File: src/rtl/mem_port_arbiter.sv
// Two-port (instruction fetch / load-store) arbiter onto a single memory port with
// request locking, an outstanding-request limit and an in-order response ID FIFO.
// Optional macro MEM_ARB_ROUND_ROBIN_EN replaces fixed data>instr priority with round-robin.
module mem_port_arbiter #(
    parameter int MAX_OUTSTANDING = 2
) (
    input  logic        clk,
    input  logic        rstn,

    input  logic        instr_req_i,
    input  logic [31:0] instr_addr_i,
    output logic        instr_gnt_o,
    output logic        instr_rvalid_o,
    output logic [31:0] instr_rdata_o,

    input  logic        data_req_i,
    input  logic        data_we_i,
    input  logic [3:0]  data_be_i,
    input  logic [31:0] data_addr_i,
    input  logic [31:0] data_wdata_i,
    output logic        data_gnt_o,
    output logic        data_rvalid_o,
    output logic [31:0] data_rdata_o,

    output logic        mem_req_o,
    output logic        mem_we_o,
    output logic [3:0]  mem_be_o,
    output logic [31:0] mem_addr_o,
    output logic [31:0] mem_wdata_o,
    input  logic        mem_gnt_i,
    input  logic        mem_rvalid_i,
    input  logic [31:0] mem_rdata_i
);

    localparam int CW = $clog2(MAX_OUTSTANDING + 1);
    localparam logic [CW-1:0] MAX_CNT = CW'(MAX_OUTSTANDING);

    // Owner encoding: 0 = instr, 1 = data.
    logic                       owner;
    logic                       sel_req;
    logic                       handshake;
    logic                       pop;
    logic                       lock;
    logic                       lock_owner;
    logic                       lock_live;
    logic [CW-1:0]              count;
    logic [CW-1:0]              wr_idx;
    logic [MAX_OUTSTANDING-1:0] id_fifo;
    logic [MAX_OUTSTANDING-1:0] id_fifo_nxt;

`ifdef MEM_ARB_ROUND_ROBIN_EN
    logic rr_ptr;  // requester favoured on the next contended unlocked cycle
`endif

    // A stalled request keeps its owner only while that owner still requests.
    assign lock_live = lock && (lock_owner ? data_req_i : instr_req_i);

    always_comb begin
        owner = data_req_i;
        if (lock_live) begin
            owner = lock_owner;
        end else begin
`ifdef MEM_ARB_ROUND_ROBIN_EN
            if (data_req_i && instr_req_i) begin
                owner = rr_ptr;
            end
`endif
        end
    end

    assign sel_req   = owner ? data_req_i : instr_req_i;
    assign mem_req_o = rstn && sel_req && (count < MAX_CNT);
    assign handshake = mem_req_o && mem_gnt_i;
    assign pop       = rstn && mem_rvalid_i && (count != '0);

    assign instr_gnt_o = handshake && !owner;
    assign data_gnt_o  = handshake && owner;

    assign mem_we_o    = owner && data_we_i;
    assign mem_be_o    = owner ? data_be_i : 4'hF;
    assign mem_addr_o  = owner ? data_addr_i : instr_addr_i;
    assign mem_wdata_o = owner ? data_wdata_i : '0;

    assign instr_rvalid_o = pop && !id_fifo[0];
    assign data_rvalid_o  = pop && id_fifo[0];
    assign instr_rdata_o  = mem_rdata_i;
    assign data_rdata_o   = mem_rdata_i;

    // Head of the ID FIFO sits at bit 0; a pop shifts down, a push lands after the last live entry.
    always_comb begin
        id_fifo_nxt = pop ? (id_fifo >> 1) : id_fifo;
        wr_idx      = count - CW'(pop);
        for (int i = 0; i < MAX_OUTSTANDING; i++) begin
            if (handshake && (wr_idx == CW'(i))) begin
                id_fifo_nxt[i] = owner;
            end
        end
    end

    always_ff @(posedge clk or negedge rstn) begin
        if (!rstn) begin
            count      <= '0;
            id_fifo    <= '0;
            lock       <= 1'b0;
            lock_owner <= 1'b0;
        end else begin
            count   <= count + CW'(handshake) - CW'(pop);
            id_fifo <= id_fifo_nxt;
            if (mem_req_o && !mem_gnt_i) begin
                lock       <= 1'b1;
                lock_owner <= owner;
            end else if (handshake || !sel_req) begin
                lock <= 1'b0;
            end
        end
    end

`ifdef MEM_ARB_ROUND_ROBIN_EN
    always_ff @(posedge clk or negedge rstn) begin
        if (!rstn) begin
            rr_ptr <= 1'b1;
        end else if (handshake) begin
            rr_ptr <= !owner;
        end
    end
`endif

endmodule

File: config.mk
export PLATFORM = sky130hd
export DESIGN_NAME = mem_port_arbiter
export DESIGN_NICKNAME = d
export VERILOG_FILES = /design/src/rtl/mem_port_arbiter.sv
export SDC_FILE = /design/constraint.sdc
export NUM_CORES = 1
export LEC_CHECK = 0
export CAP_MARGIN = 10
export CORE_AREA = 3 3 108 110
export DETAILED_ROUTE_END_ITERATION = 10
export DIE_AREA = 0 0 111 113
export GPL_ROUTABILITY_DRIVEN = 0
export GPL_TIMING_DRIVEN = 0
export SYNTH_ARGS = -nofsm -noshare
export SYNTH_HDL_FRONTEND = slang
export SYNTH_SLANG_ARGS = --single-unit
File: constraint.sdc
create_clock -name clk -period 2.8 [get_ports clk]
set_input_delay 0.56 -clock clk [delete_from_list [all_inputs] [get_ports clk]]
set_output_delay 0.56 -clock clk [all_outputs]
set_load 0.03 [all_outputs]
After elaboration in Yosys (flattened, before gate mapping)
Index checks and enable logic that the tools add are counted.
Operators by class
  $add $sub $neg: 3
  multiplexer cells: 11
  reduce and logical (&&, ||, !) cells: 24
  order comparisons: 1
  eq/ne operators: 1
Operators with widths (number)
  $mux 32: 2
  $logic_and 1x1->1: 14
  $reduce_bool 2->1: 4
  $mux 1: 7
  $logic_not 1->1: 4
  $mux 4: 1
  $sub 2x1->2: 2
  $add 2x1->2: 1
  $eq 2x1->1 const B: 1
  $logic_not 2->1: 1
  $lt 2x2->1 const B: 1
  $mux 2: 1
  $logic_or 1x1->1: 1
Storage, ports and cells
  bits of input ports: 139
  flip-flop bits (word level): 6
  word-level logic and storage cells: 45
  output and inout bits: 138

Logic depth before layout (Yosys ltp)
Gate-level depths: netlist (run 1).
  word-level depth: 10
  depth in mapped cells: 6

Worst setup path after synthesis (run 1)
OpenSTA, ideal clock, no wires.
  path kind: input port to output port
  start point: in data_req_i
  end point: out data_gnt_o
  stages: 4
  path buffers: 2
  arrival: 1.505 ns
  slack: 0.735 ns
  path through: clkbuf_1 > clkbuf_1 > nand2_1 > nor2_1
On the way
  cells in the longest elaborated chain, start to end: 8
RTL lines
  start: declaration: RTL line 16  | input logic data_req_i,
  $mux 1: RTL line 56  | assign lock_live = lock && (lock_owner ? data_req_i : instr_req_i);
  $logic_and 1x1->1: RTL line 56
  $mux 1: RTL line 60  | if (lock_live) begin
  $mux 1: RTL line 71  | assign sel_req = owner ? data_req_i : instr_req_i;
  $logic_and 1x1->1 (2 in a row): RTL line 72  | assign mem_req_o = rstn && sel_req && (count < MAX_CNT);
  $logic_and 1x1->1: RTL line 73  | assign handshake = mem_req_o && mem_gnt_i;
  $logic_and 1x1->1 *: RTL line 77  | assign data_gnt_o = handshake && owner;
  end: declaration: RTL line 21  | output logic data_gnt_o,
Mark *: on every way between the ends. The rest lies on a longest branch, timed or not.

Worst setup path after layout (run 1)
  start point: in data_req_i
  end point: out mem_addr_o[28]
On the way
  cells in the longest elaborated chain, start to end: 4
RTL lines
  $mux 1: RTL line 56
  $logic_and 1x1->1: RTL line 56
  $mux 1 *: RTL line 60
  $mux 32 *: RTL line 81  | assign mem_addr_o = owner ? data_addr_i : instr_addr_i;
  end: declaration: RTL line 28  | output logic [31:0] mem_addr_o,
Marks and branches as above.

==> results of run 1 <==
==> critical path: cells and delay by family <==
| kind | cells | cell delay (ns) |
|---|---|---|
| buf+inv | 4 | 1.13 |
| mux | 1 | 0.30 |
| simple gates | 1 | 0.16 |
==> final timing paths <==
check	endpoint	slack (ns)	depth (start not counted)
worst max-delay path	mem_addr_o[28]	0.08	6
worst min-delay path	id_fifo[1]	0.21	1
worst max register to register	lock_owner	1.40	5
worst min register to register	id_fifo[1]	0.50	1
max in group asynchronous	count[0]	2.37	1
min in group clk	id_fifo[1]	0.50	1
==> cell usage in the layout (no fill, tap or decap), types with 3 or more instances in the layout <==
| cell | count |
|---|---|
| clkdlybuf4s15_1 | 3 |
| dlygate4sd2_1 | 64 |
| dfrtp_1 | 6 |
| clkdlybuf4s50_1 | 172 |
| and3_1 | 33 |
| nand2b_1 | 6 |
| clkbuf_8 | 3 |
| mux2_2 | 31 |
| buf_4 | 67 |
| mux2_4 | 3 |
| clkbuf_2 | 8 |
| nor2_1 | 7 |
==> synthesized netlist by cell type <==
master     n
nand3b_4   1
nor3_1     1
mux2i_1    2
ha_1       1
mux2_4     3
a21bo_2    1
nor2b_1    1
buf_4     64
o21ai_0    2
a21oi_1    1
buf_6      2
a32o_1     1
and3_1    33
xnor2_1    1
o21a_1     1
nand4_1    1
nand2b_1   6
nor3b_1    1
nand3_1    1
mux2_2    31
or2_2      1
o211ai_1   2
dfrtp_1    6
clkbuf_1   7
nor2_1     7
buf_2      2
inv_1      2
and2_4     1
nand2_1    2
==> repair_timing <==
| item | in CTS | in global routing |
|---|---|---|
| gates cloned | 0 | 0 |
| resized for setup | 79 | 9 |
| buffers inserted | 0 | 2 |
| pin swaps | 1 | 1 |
| endpoints found under the setup margin | 74 | 11 |
==> state kept, by name, summed over array words and instances, names as in the netlist <==
signal	flops
count	2
id_fifo	2
lock	1
lock_owner	1
==> cells by family (layout without fill, tap and decap cells) <==
group / Yosys count / after routing / synth area share
compound gates: 8 / 8 / 0.0375
flops: 6 / 6 / 0.0980
simple gates: 56 / 56 / 0.224
fa+ha+maj: 1 / 1 / 0.00816
mux: 36 / 36 / 0.270
xor+xnor: 1 / 1 / 0.00572
buf+inv: 77 / 326 / 0.357
==> routing by layer <==
layer,vias to the layer above,wire (µm),global-route usage
li1,1068,-,-
met4,0,30,0.0148
met2,114,4470,0.228
met5,-,0,0
met3,4,542,0.0182
met1,954,3020,0.131
==> cell type report <==
type / instances / area (µm²)
buffer: 75 / 549
clock buffer: 3 / 41.3
fill: 1139 / 6660
inverter: 2 / 7.51
multi-input combinational: 102 / 836
sequential: 6 / 150
tap: 140 / 175
timing repair buffer: 246 / 2370
==> power groups by stage <==
| stage | sequential [mW] | combinational, mW | clock, mW |
|---|---|---|---|
| global placement | 0.159 | 1.12 | 0 |
| floorplan | 0.151 | 0.634 | 0 |
| finish | 0.159 | 1.06 | 0.128 |
| global route | 0.164 | 1.12 | 0.142 |
| detailed placement | 0.160 | 1.13 | 0 |
| CTS | 0.159 | 1.06 | 0.133 |
==> metrics by stage <==
| stage | setup slack [ns] | TNS [ns] | hold slack (ns) |
|---|---|---|---|
| 2_1_floorplan | 0.735 | 0 | 0.264 |
| 3_3_place_gp | -0.482 | -28.65 | 0.491 |
| 3_5_place_dp | -0.526 | -30.17 | 0.498 |
| 4_1_cts | 0.00132 | 0 | 0.414 |
| 5_1_grt | 0.00421 | 0 | 0.208 |
| 6_report | 0.0801 | 0 | 0.210 |
==> impl_metrics.csv, run 1 <==
group,metric,value,unit
run_status,status,"finished, final reports clean",
pwr,clkPwrFrac,0.096,
synth,yosys_warnings,0,
worst_setup_path,crit_chain,"clkdlybuf4s50_1, and2_4, buf_6, buf_6, mux2_4, dlygate4sd2_1",
synth,synth_top_area_cell,"buf_4",
cells_and_area,final_cell_area,4130,µm²
die,die_area,12500,µm²
drt,post_drt_wl_per_cell,14.1,µm
pwr,netSwitchingPower,0.601,mW
worst_setup_path,arrival,2.16,ns
grt,antenna_found_initial,0,
timing,finalHoldViolCount,0,
job,cap_viol_max_count,0,
synth,yosysSeqAreaShare,0.0980,
die,pin_count,277,
synth,synth.avg_cell_area,8.28,µm²
grt,grt_pass1_vias,2176,
clock_network,clk_latency,0.22,ns
cells_and_area,fin_util,0.383,
timing,final.period_utilization,0.971,
pwr,switching_share,0.448,
worst_setup_path,endpoint_kind,"output port",
cells_and_area,antenna_cells,0,
worst_setup_path,worstPathRequired,2.24,ns
timing,slew_headroom,0.760,
timing,rsz0062_at_grt,"false",
synth,syn_nets,325,
placed_design,place_area,4150,µm²
drt,drc,0,
pwr,p_int,0.741,mW
clock_network,clock_sinks,6,
clock_network,tritoncts,"yes",
worst_setup_path,r2r_start,"lock_owner",
clock_network,clock_path_buffers,2,
timing,period_minus_slack,2.72,ns
synth,synth_seq_cells,6,
drt,firstDrtPassIters,4,
timing,report.final.setup_viol,0,
die,chipHeight,113,µm
drt,vias_per_cell,3.73,
clock_network,cts-root-buf,"clkbuf_8",
pwr,comb_power_share,0.786,
worst_setup_path,slowest_delay,0.47,ns
clock_network,htreeDepth,1,
drt,drt-total-wl,8070,µm
timing,slew_violations,0,
clock_network,ctsHoldBuffers,0,
pwr,p_leak,2.01,nW
placed_design,placed_cells,569,
grt,grt_pass1_wl,11800,µm
clock_network,clk_pin_slew_worst_paths,0.04,ns
grt,grt_usage,0.115,
synth,ys_top_cells_by_area,"buf_4, mux2_2, and3_1",
drt,drtIter0Drc,43,
pwr,seq_power_share,0.118,
timing,max_freq,0.368,GHz
pwr,power,1.34,mW
synth,netlist_area,1530,µm²
die,die_w,111,µm
clock_network,numCtsBuffers,3,
die,design.core.area,10800,µm²
die,initial_utilization,0.142,
drt,num_vias,2140,
grt,grt_overflow,0,
worst_setup_path,crit_type,"input pin to output port",
worst_setup_path,slowest_stage,"clkdlybuf4s50_1",
placed_design,port_buffers,244,
cells_and_area,area_growth,170,%
worst_setup_path,worst_path_most_repeated_cell,"buf_6",
pwr,worst_ir_drop_vdd,0.273,mV
synth,synth_top_area_share,0.313,
cells_and_area,nets,576,
grt,grt_max_degree,14,
die,num_rows,38,
worst_setup_path,cp-start-kind,"input pin",
drt,drtAntennaViolNets,0,
placed_design,hpwlAfterDp,7140,µm
hold_path,hold_class,"input pin to async pin",
worst_setup_path,cp_max_fo,10,
cells_and_area,instances_no_fill,574,
pwr,power.density,325,nW/µm²
timing,tightestPinTransition,0.359,ns
timing,finalClockSkew,0.000613,ns
worst_setup_path,critPathLaunch,"data_req_i",
synth,syn_inst,185,
cells_and_area,layout-drive-gt1-share,0.276,
synth,yosysUniqueCellTypes,29,
Power figures use the tool's default switching activity.
==> inputs of run 2 (changes only) <==
--- a/config.mk
+++ b/config.mk
@@ -5,12 +5,13 @@
 export SDC_FILE = /design/constraint.sdc
 export NUM_CORES = 1
 export LEC_CHECK = 0
-export CAP_MARGIN = 10
-export CORE_AREA = 3 3 108 110
+export CAP_MARGIN = 40
+export CORE_AREA = 2 2 107 109
 export DETAILED_ROUTE_END_ITERATION = 10
-export DIE_AREA = 0 0 111 113
+export DIE_AREA = 0 0 109 111
 export GPL_ROUTABILITY_DRIVEN = 0
 export GPL_TIMING_DRIVEN = 0
+export SKIP_LAST_GASP = 1
 export SYNTH_ARGS = -nofsm -noshare
 export SYNTH_HDL_FRONTEND = slang
 export SYNTH_SLANG_ARGS = --single-unit
==> run 2 against run 1 <==
  * Global-route usage fell by 0.34 points
  * Critical path type unchanged
  * Sequential cell count stayed put
  * Highest routed layer unchanged
  * Count of clock-buffer cells in the layout unchanged
  * Final cell count up 0.17%
  * Critical path depth is 1 lower
==> impl_metrics.csv, run 2 (synthesis results as in run 1) <==
group,metric,value,unit
clock_network,clk_latency,0.23,ns
job,cap_viol_max_count,0,
worst_setup_path,crit_type,"input pin to output port",
worst_setup_path,crit_chain,"clkdlybuf4s50_1, and2_4, clkbuf_4, mux2_2, dlygate4sd2_1",
clock_network,clock_path_buffers,2,
worst_setup_path,r2r_cells,5,
pwr,power.density,348,nW/µm²
hold_path,hold_class,"input pin to async pin",
drt,firstDrtPassIters,4,
cells_and_area,layout-drive-gt1-share,0.273,
worst_setup_path,cp-start-kind,"input pin",
drt,vias_per_cell,3.75,
clock_network,cts-root-buf,"clkbuf_16",
die,chipHeight,111,µm
die,die_area,12100,µm²
worst_setup_path,slowest_delay,0.47,ns
cells_and_area,reg_top3,"count: 2 flops, id_fifo: 2 flops",
die,design.core.area,11100,µm²
worst_setup_path,cp_max_fo,10,
pwr,switching_share,0.424,
clock_network,cts_resized,75,
timing,slew_violations,0,
clock_network,postCtsSetupRepairBufs,0,
worst_setup_path,endpoint_kind,"output port",
clock_network,tritoncts,"yes",
clock_network,ctsHoldBuffers,0,
die,num_rows,39,
worst_setup_path,critPathLaunch,"data_req_i",
clock_network,clock_sinks,6,
grt,grt_max_degree,14,
placed_design,hpwlAfterDp,6810,µm
grt,grt_pass1_wl,10700,µm
run_status,status,"finished, final reports clean",
placed_design,place_area,4150,µm²
cells_and_area,area_growth,170,%
cells_and_area,nets,574,
grt,grt_usage,0.111,
drt,drc,0,
pwr,worst_ir_drop_vdd,0.227,mV
timing,report.final.setup_viol,0,
worst_setup_path,r2r-end,"lock_owner",
cells_and_area,fillers,1182,
cells_and_area,instances_no_fill,575,
grt,grt_overflow,0,
timing,slew_headroom,0.763,
worst_setup_path,slowest_stage,"clkdlybuf4s50_1",
cells_and_area,seqCellArea,150,µm²
timing,finalClockSkew,0.00476,ns
grt,grt_pass1_vias,2113,
cells_and_area,final_cell_mix,"clkdlybuf4s50_1, buf_4, dlygate4sd2_1",
cells_and_area,mostFrequentLayoutCell,"clkdlybuf4s50_1",
timing,final.period_utilization,0.967,
pwr,seq_power_share,0.111,
drt,drt-total-wl,7630,µm
die,pin_count,277,
clock_network,clk_pin_slew_worst_paths,0.04,ns
die,die_w,109,µm
drt,post_drt_wl_per_cell,13.3,µm
pwr,p_int,0.828,mW
worst_setup_path,arrival,2.15,ns
placed_design,placed_cells,572,
worst_setup_path,worstPathRequired,2.24,ns
pwr,comb_power_share,0.725,
grt,antenna_found_initial,0,
cells_and_area,multi_input_area,836,µm²
timing,rsz0062_at_grt,"false",
timing,finalHoldViolCount,0,
cells_and_area,antenna_cells,0,
worst_setup_path,r2r_start,"lock_owner",
timing,tightestPinTransition,0.357,ns
worst_setup_path,r2r_slack,1.34,ns
pwr,power,1.44,mW
pwr,p_leak,2.00,nW
timing,max_freq,0.369,GHz
clock_network,htreeDepth,1,
clock_network,numCtsBuffers,3,
die,initial_utilization,0.138,
cells_and_area,final_cell_area,4140,µm²
worst_setup_path,critPathBufInv,3,
drt,num_vias,2159,
drt,drtAntennaViolNets,0,
pwr,clkPwrFrac,0.164,
drt,drtIter0Drc,62,
worst_setup_path,crit_family,"buffers and inverters",
pwr,netSwitchingPower,0.610,mW
placed_design,port_buffers,244,
timing,period_minus_slack,2.71,ns
==> run 2: worst max path at each step <==
stage,end,slack (ns),depth (start not counted)
2_1_floorplan,data_gnt_o,0.73,4
3_3_place_gp,mem_addr_o[28],-0.47,7
3_5_place_dp,mem_addr_o[28],-0.48,7
4_1_cts,mem_addr_o[29],0.008,6
5_1_grt,mem_addr_o[8],0.007,5
6_report,mem_addr_o[8],0.09,5
==> run 2: metrics by stage <==
step	setup TNS [ns]	util	setup slack, ns	hold slack [ns]
finish	0	0.373	0.0919	0.194
global route	0	0.373	0.00655	0.215
CTS	0	0.375	0.00778	0.397
detailed placement	-25.50	0.375	-0.479	0.500
global placement	-24.36	0.375	-0.468	0.489
floorplan	0	-	0.735	0.264
==> run 2: final cells by class <==
cell class,instances,share of cell area
clock buffers,3,0.0181
inverters,2,0.00181
repair buffers,244,0.566
plain buffers,75,0.133
well taps,143,0.0433
multi-input cells,102,0.202
flip-flops and latches,6,0.0363
==> run 2: power by group through the flow <==
stage,clock [mW],sequential (mW),combinational [mW]
2_1_floorplan,0,0.151,0.634
3_3_place_gp,0,0.158,1.11
3_5_place_dp,0,0.160,1.12
4_1_cts,0.239,0.159,1.06
5_1_grt,0.245,0.166,1.11
6_report,0.236,0.159,1.04
==> run 2: metal layers <==
metal / routed length, µm / vias to the layer above / global-route usage
met5: 0 / - / 0
met4: 60 / 0 / 0.0231
met3: 931 / 5 / 0.0282
met2: 4070 / 136 / 0.222
met1: 2570 / 954 / 0.112
li1: - / 1064 / -
